$ cat src/rtl/slice_packer_pkg.sv
// Shared widths and FSM state for the slice packer.
package slice_packer_pkg;
   localparam int SLICE_W = 16;
   localparam int NSLICES = 16;
   localparam int FRAME_W = SLICE_W * NSLICES;
   localparam int IDX_W   = $clog2(NSLICES);

   typedef enum logic {
      FILL = 1'b0,
      HOLD = 1'b1
   } state_t;
endpackage

$ cat src/rtl/slice_packer_slice_dec.sv
// Slot index plus write strobe to one-hot slice write enable.
module slice_dec #(
   parameter int N  = 16,
   parameter int IW = $clog2(N)
) (
   input  logic [IW-1:0] idx,
   input  logic          we,
   output logic [N-1:0]  en
);
   always_comb begin
      en = '0;
      if (we) en[idx] = 1'b1;
   end
endmodule

$ cat src/rtl/slice_packer.sv
// Packs successive slices into a frame; releases it on a
// valid/ready handshake, then restarts from slice 0.
module slice_packer #(
   parameter int SLICE_W = slice_packer_pkg::SLICE_W,
   parameter int NSLICES = slice_packer_pkg::NSLICES
) (
   input  logic                       clk,
   input  logic                       reset,
   input  logic                       in_valid,
   output logic                       in_ready,
   input  logic [SLICE_W-1:0]         in_data,
   input  logic                       flush,
   output logic                       out_valid,
   input  logic                       out_ready,
   output logic [SLICE_W*NSLICES-1:0] result,
   output logic [4:0]                 count
);
   import slice_packer_pkg::*;

   localparam int         IW   = $clog2(NSLICES);
   localparam logic [4:0] LAST = 5'(NSLICES - 1);

   state_t             state;
   logic               accept;
   logic               clr;
   logic [NSLICES-1:0] wen;

   assign in_ready = (state == FILL) && !reset;
   assign accept   = in_valid && in_ready;
   assign clr      = (state == HOLD) && out_ready;

   slice_dec #(
      .N  (NSLICES),
      .IW (IW)
   ) u_dec (
      .idx (count[IW-1:0]),
      .we  (accept),
      .en  (wen)
   );

   always_ff @(posedge clk) begin
      if (reset) begin
         state     <= FILL;
         count     <= '0;
         out_valid <= 1'b0;
      end else begin
         unique case (state)
            FILL: begin
               if (accept) begin
                  count <= count + 5'd1;
                  if (count == LAST || flush) begin
                     state     <= HOLD;
                     out_valid <= 1'b1;
                  end
               end else if (flush && count != 5'd0) begin
                  state     <= HOLD;
                  out_valid <= 1'b1;
               end
            end
            HOLD: begin
               if (out_ready) begin
                  state     <= FILL;
                  out_valid <= 1'b0;
                  count     <= '0;
               end
            end
            default: state <= FILL;
         endcase
      end
   end

   // Clearing on release keeps unwritten slices of the next frame zero.
   for (genvar k = 0; k < NSLICES; k++) begin : g_slot
      logic [SLICE_W-1:0] slot_q;

      always_ff @(posedge clk) begin
         if (reset || clr) slot_q <= '0;
         else if (wen[k]) slot_q <= in_data;
      end

      assign result[k*SLICE_W +: SLICE_W] = slot_q;
   end
endmodule

$ cat config.mk
export PLATFORM = sky130hd
export DESIGN_NAME = slice_packer
export DESIGN_NICKNAME = d
export VERILOG_FILES = /design/src/rtl/slice_packer_pkg.sv /design/src/rtl/slice_packer_slice_dec.sv /design/src/rtl/slice_packer.sv
export SDC_FILE = /design/constraint.sdc
export NUM_CORES = 1
export LEC_CHECK = 0
export CORE_MARGIN = 2
export CORE_UTILIZATION = 48
export DETAILED_ROUTE_END_ITERATION = 8
export PLACE_DENSITY_LB_ADDON = 0.12
export SLEW_MARGIN = 20
export SYNTH_ARGS = -nofsm -noshare
export SYNTH_HDL_FRONTEND = slang
export SYNTH_SLANG_ARGS = --single-unit
$ cat constraint.sdc
create_clock -name clk -period 2.1 [get_ports clk]
set_input_delay 0.21 -clock clk [delete_from_list [all_inputs] [get_ports clk]]
set_output_delay 0.21 -clock clk [all_outputs]
set_load 0.005 [all_outputs]
After elaboration in Yosys (flattened, before gate mapping):

Cells that the tools add are included.

* bitwise operators: 1
* $lt $le $gt $ge: 2
* equality and inequality tests: 5
* $add $sub $neg: 1
* multiplexer cells: 16
* reduce and logical (&&, ||, !) cells: 11

Operators by type and width (number)
* two-way mux 16 bit: 1
* two-way mux 5 bit: 2
* one-hot mux 5 bit (2 select lines): 1
* two-way mux 1 bit: 9
* != test 3 x 2 -> 1 bit, second input constant: 2
* adder 5 x 1 -> 5 bit, second input constant: 1
* equality test 5 x 4 -> 1 bit, second input constant: 1
* logical AND 1 bit: 5
* less-than comparator 4 x 5 -> 1 bit, second input constant: 1
* nonzero test 5 bit: 1
* demux 1 bit (select 4 bit): 1
* >= comparator 4 x 1 -> 1 bit, second input constant: 1
* != test 2 bit, second input constant: 2
* one-hot mux 1 bit (2 select lines): 2
* AND reduction 3 bit: 1
* logical OR 1 bit: 2
* AND reduction 2 bit: 1
* logical NOT 1 bit: 1
* NOT 1 bit: 1

* register bits after elaboration: 263
* output and inout port bits: 263
* bits of input ports: 21

Logic depth before layout (Yosys ltp):

* depth after elaboration: 5
* depth in mapped cells: 8

Modules after synthesis:

Synthesis repeated with hierarchy kept, for this count alone.

* cells, all modules: 918
* area, all modules: 9726.8 um2

Modules (own cells, without submodules)
* slice_packer: seq. area each 5265.0 um2, cells an instance 895, instances 1, area each 9609.2 um2
* slice_dec: seq. area each 0.0 um2, cells an instance 23, instances 1, area each 117.6 um2

Least setup slack after synthesis:

OpenSTA, ideal clock, no wires.

* path type: flip-flop to flip-flop
* from: register count[0]
* to: register g_slot[0].slot_q[10]
* arrival: 1.610 ns
* path buffers: 3
* period minus slack after synthesis: 1.679 ns
* data required time: 2.031 ns
* setup slack: 0.421 ns
* cell stages (with the launch flop): 9
* cell sequence: dfxtp_1 > inv_1 > ha_1 > and4bb_2 > buf_2 > and2_1 > buf_2 > buf_2 > o21ai_1

* word-level cells in the longest chain between the ends: 5

Ends and longest elaborated chain
* from (decl): line slice_packer.sv:16 `output logic [4:0] count`
* from (signal assigned): line slice_packer.sv:50 `count <= count + 5'd1;`
* less-than comparator 4 x 5 -> 1 bit (implied by the code) / >= comparator 4 x 1 -> 1 bit (equally long branches): line slice_packer_slice_dec.sv:12 `if (we) en[idx] = 1'b1;`
* logical AND 1 bit (implied by the code): line slice_packer_slice_dec.sv:12
* two-way mux 1 bit (implied by the code): line slice_packer_slice_dec.sv:12
* demux 1 bit (select 4 bit) (*)
* two-way mux 16 bit (*): line slice_packer_slice_dec.sv:12
* to (signal assigned): line slice_packer.sv:78 `else if (wen[k]) slot_q <= in_data;`
* to (decl): line slice_packer.sv:74 `logic [SLICE_W-1:0] slot_q;`

Mark *: on every way between the ends. The rest lies on a longest branch, timed or not.
A chain may end at the register's enable or synchronous reset.

Final worst setup path:

* from: register state
* to: output in_ready

* word-level cells in the longest chain between the ends: 2

Ends and longest elaborated chain
* from (decl): line slice_packer.sv:23 `state_t state;`
* from (signal assigned): line slice_packer.sv:43 `state <= FILL;`
* from (signal assigned): line slice_packer.sv:52 `state <= HOLD;`
* from (signal assigned): line slice_packer.sv:56 `state <= HOLD;`
* NOT 1 bit
* logical AND 1 bit: line slice_packer.sv:28 `assign in_ready = (state == FILL) && !reset;`
* to (decl): line slice_packer.sv:10 `output logic in_ready,`

No other way between the ends.

==> results.sh <==
export IMPL_status="completed"
export IMPL_syn_avg_cell_area_um2=8.254
export IMPL_worst_slew_pin_slew_ps=585.4
export IMPL_pin_count=284
export IMPL_cap_viol_max_count=0
export IMPL_synth_compound_area_frac=0.1204
export IMPL_firstDrtPassIters=7
export IMPL_num_rows=52
export IMPL_routed_via_density=5.523
export IMPL_nNetsFinal=1481
export IMPL_skew_ps=7.228
export IMPL_antenna_found_initial=0
export IMPL_max_stage_delay_ps=530
export IMPL_cp_start_kind="register"
export IMPL_synth_mux_area_frac=0.03522
export IMPL_p_sw_frac=0.2354
export IMPL_fillers=1635
export IMPL_yosys_register_bits=263
export IMPL_synth_distinct_cells=34
export IMPL_synth_top_area_share=0.5294
export IMPL_comb_power_share=0.074
export IMPL_p_leak_nw=4.942
export IMPL_fmax_ghz=0.5009
export IMPL_seq_area_mm2=0.005265
export IMPL_clk_pin_slew_ps=60
export IMPL_cts_made_buffers=26
export IMPL_p_clk_frac=0.443
export IMPL_cp_buffers_inverters=2
export IMPL_cpMaxStageDelayCell="clkdlybuf4s50_1"
export IMPL_yosys_area_top_type="dfxtp_1"
export IMPL_fin_crit_sh=0.9506
export IMPL_layout_setup_ws_ps=103.7
export IMPL_yosys_top_cells_count="nand2_1 (273), dfxtp_1 (263), nand3_1 (211), o21ai_0 (171), o21ai_1 (52)"
export IMPL_ant_nets=0
export IMPL_multi_input_area_mm2=0.004061
export IMPL_p_per_area_mw_per_mm2=749.9
export IMPL_synthXorXnorAreaFrac=0
export IMPL_syn_num_nets=1231
export IMPL_maxSlewViolCount=0
export IMPL_grt_max_degree=109
export IMPL_place_congestion=0.8671
export IMPL_fp_dieH_um=147.9
export IMPL_power_internal_w=0.008059
export IMPL_portBuffers=283
export IMPL_hold_path_class="input port to register"
export IMPL_routed_wl_um=33880
export IMPL_cp_data_arrival_time_ps=1790
export IMPL_ir_worst_vdd_uv=553.2
export IMPL_cts_resized_gates=0
export IMPL_slew_headroom=0.6085
export IMPL_synthArstFlopShare=0
export IMPL_place_ws_ps=-25.56
export IMPL_ctsHoldBuffers=0
export IMPL_yosys_area_share_simple=0.2433
export IMPL_core_mm2=0.02030
export IMPL_cts_tree="done"
export IMPL_worstSetupPathType="register to output pin"
export IMPL_synth_area_leaders="dfxtp_1 (53%), nand3_1 (11%), nand2_1 (10%), o21ai_0 (8.6%), mux2i_1 (3.5%)"
export IMPL_area_growth_pct=41.31
export IMPL_syn_area_mm2=0.009946
export IMPL_first_iter_violations=887
export IMPL_cts_root_buffer="clkbuf_16"
export IMPL_drc=0
export IMPL_switchingPower_w=0.002481
export IMPL_grt_usage=0.2990
export IMPL_synth_edff_count=0
export IMPL_crit_fanout=9
export IMPL_ys_warn_count=0
export IMPL_wire_per_inst_um=19.41
export IMPL_clk_latency_ps=520
export IMPL_critPathTopFamily="buffers and inverters"
export IMPL_rsz0062_at_grt="no"
export IMPL_setup_viol=0
export IMPL_grt_pass1_wl_um=51810
export IMPL_cts_buffer_depth=3
export IMPL_layout_min_cycle_time_ps=1996
export IMPL_grt_pass1_vias=9108
export IMPL_pwr_share_seq=0.484
export IMPL_grt_ovfl_total=0
export IMPL_drive_gt1_frac=0.08407
export IMPL_setup_tns_final_ps=0
export IMPL_synth_top_flop_cell="dfxtp_1"
export IMPL_crit_required_ps=1890
export IMPL_seq_area_frac_synth=0.5294
export IMPL_cts_setup_buffers=0
export IMPL_antennaDiodeCount=0
export IMPL_die_x_um=147.9
export IMPL_dp_hpwl_um=22110
export IMPL_synth_top_family_by_area="simple AND/OR/NAND/NOR gates"
export IMPL_cts_max_level=1
export IMPL_crit_path_end_kind="output pin"
export IMPL_syn_inst=1205
export IMPL_initial_core_util=0.4900
export IMPL_vias=9637
export IMPL_clock_sinks=263
export IMPL_yosysMostFrequentCell="nand2_1"
export IMPL_dieArea_mm2=0.02189
export IMPL_yosys_area_share_adder=0.006290
export IMPL_crit_chain="buf_4 -> nor2_1 -> clkdlybuf4s50_1"
export IMPL_finalHoldViolCount=0
-- power by group through the flow --
stage | clock, W | sequential [W] | combinational (W)
5_1_grt | 0.00490 | 0.00510 | 0.000819
2_1_floorplan | 0 | 0.00520 | 0.000363
3_5_place_dp | 0 | 0.00521 | 0.000761
4_1_cts | 0.00470 | 0.00510 | 0.000765
3_3_place_gp | 0 | 0.00521 | 0.000760
6_report | 0.00467 | 0.00510 | 0.000775
-- final timing paths --
kind / startpoint / to / slack, ps / depth (start not counted)
worst max-delay path: state / in_ready / 100 / 3
worst min-delay path: flush / state / 340 / 3
worst max register to register: count[1] / g_slot[11].slot_q[12] / 230 / 5
worst min register to register: g_slot[2].slot_q[11] / g_slot[2].slot_q[11] / 450 / 2
-- placed cells by master (no fill, tap or decap), types with 2 or more instances in the layout --
cell and instances:
clkbuf_16 27, clkbuf_8 3, buf_12 12, clkinv_2 7, o21ai_1 52, clkdlybuf4s50_1 283
and2_1 11, buf_4 59, and2_2 2, nand4_1 12, dfxtp_1 263, bufinv_16 2
nand3_1 211, nor2b_1 2, nor2b_4 2, o21ai_0 171, nor2_1 3, clkbuf_1 6
and4bb_2 2, and2_0 4, inv_1 4, mux2i_1 35, nand2_1 273, nor4bb_4 2
nor3_1 2, clkinv_4 2, ha_1 5, a31oi_1 2, a21oi_1 5
-- per-stage QoR --
step	hold WS, ps	power (W)	utilization	cells	instance area [um2]
2_1_floorplan	340.4	0.005559	-	1205	9946
3_3_place_gp	435.5	0.005967	0.6500	1697	13200
3_5_place_dp	442.1	0.005967	0.6500	1697	13200
4_1_cts	325.6	0.01056	0.6924	1745	14050
5_1_grt	374.8	0.01082	0.6924	1745	14050
6_report	335.6	0.01054	0.6924	1745	14050
-- state kept, by name, summed over array words and instances (netlist names) --
signal         cells
out_valid          1
state              1
count              5
g_slot.slot_q    256
-- cell type report --
| cell class | instances | area share |
|---|---|---|
| clock buffers | 36 | 0.05261 |
| clock inverters | 12 | 0.008546 |
| inverters | 4 | 0.001068 |
| multi-input cells | 806 | 0.2890 |
| flip-flops and latches | 263 | 0.3746 |
| well taps | 270 | 0.02404 |
| repair buffers | 354 | 0.2502 |
-- routing by layer --
| layer | global-route usage | share of wire | vias up |
|---|---|---|---|
| met5 | 0 | 0 | - |
| met4 | 0.09667 | 0.031 | 0 |
| met3 | 0.05988 | 0.093 | 65 |
| met2 | 0.4758 | 0.46 | 481 |
| met1 | 0.4104 | 0.42 | 4530 |
| li1 | - | - | 4561 |
-- worst min-delay path, cell delays in order --
cell and delay [ps]:
clkdlybuf4s50_1 450, nand2_1 80, a31oi_1 70
-- logic make-up after synthesis --
kind of cell | after synthesis
adders and majority gates | 5
DFF | 263
and+or+nand+nor | 531
AOI/OAI and AO/OA | 235
buffers and inverters | 136
muxes | 35
Note: power is estimated with default switching activity, not from simulation.
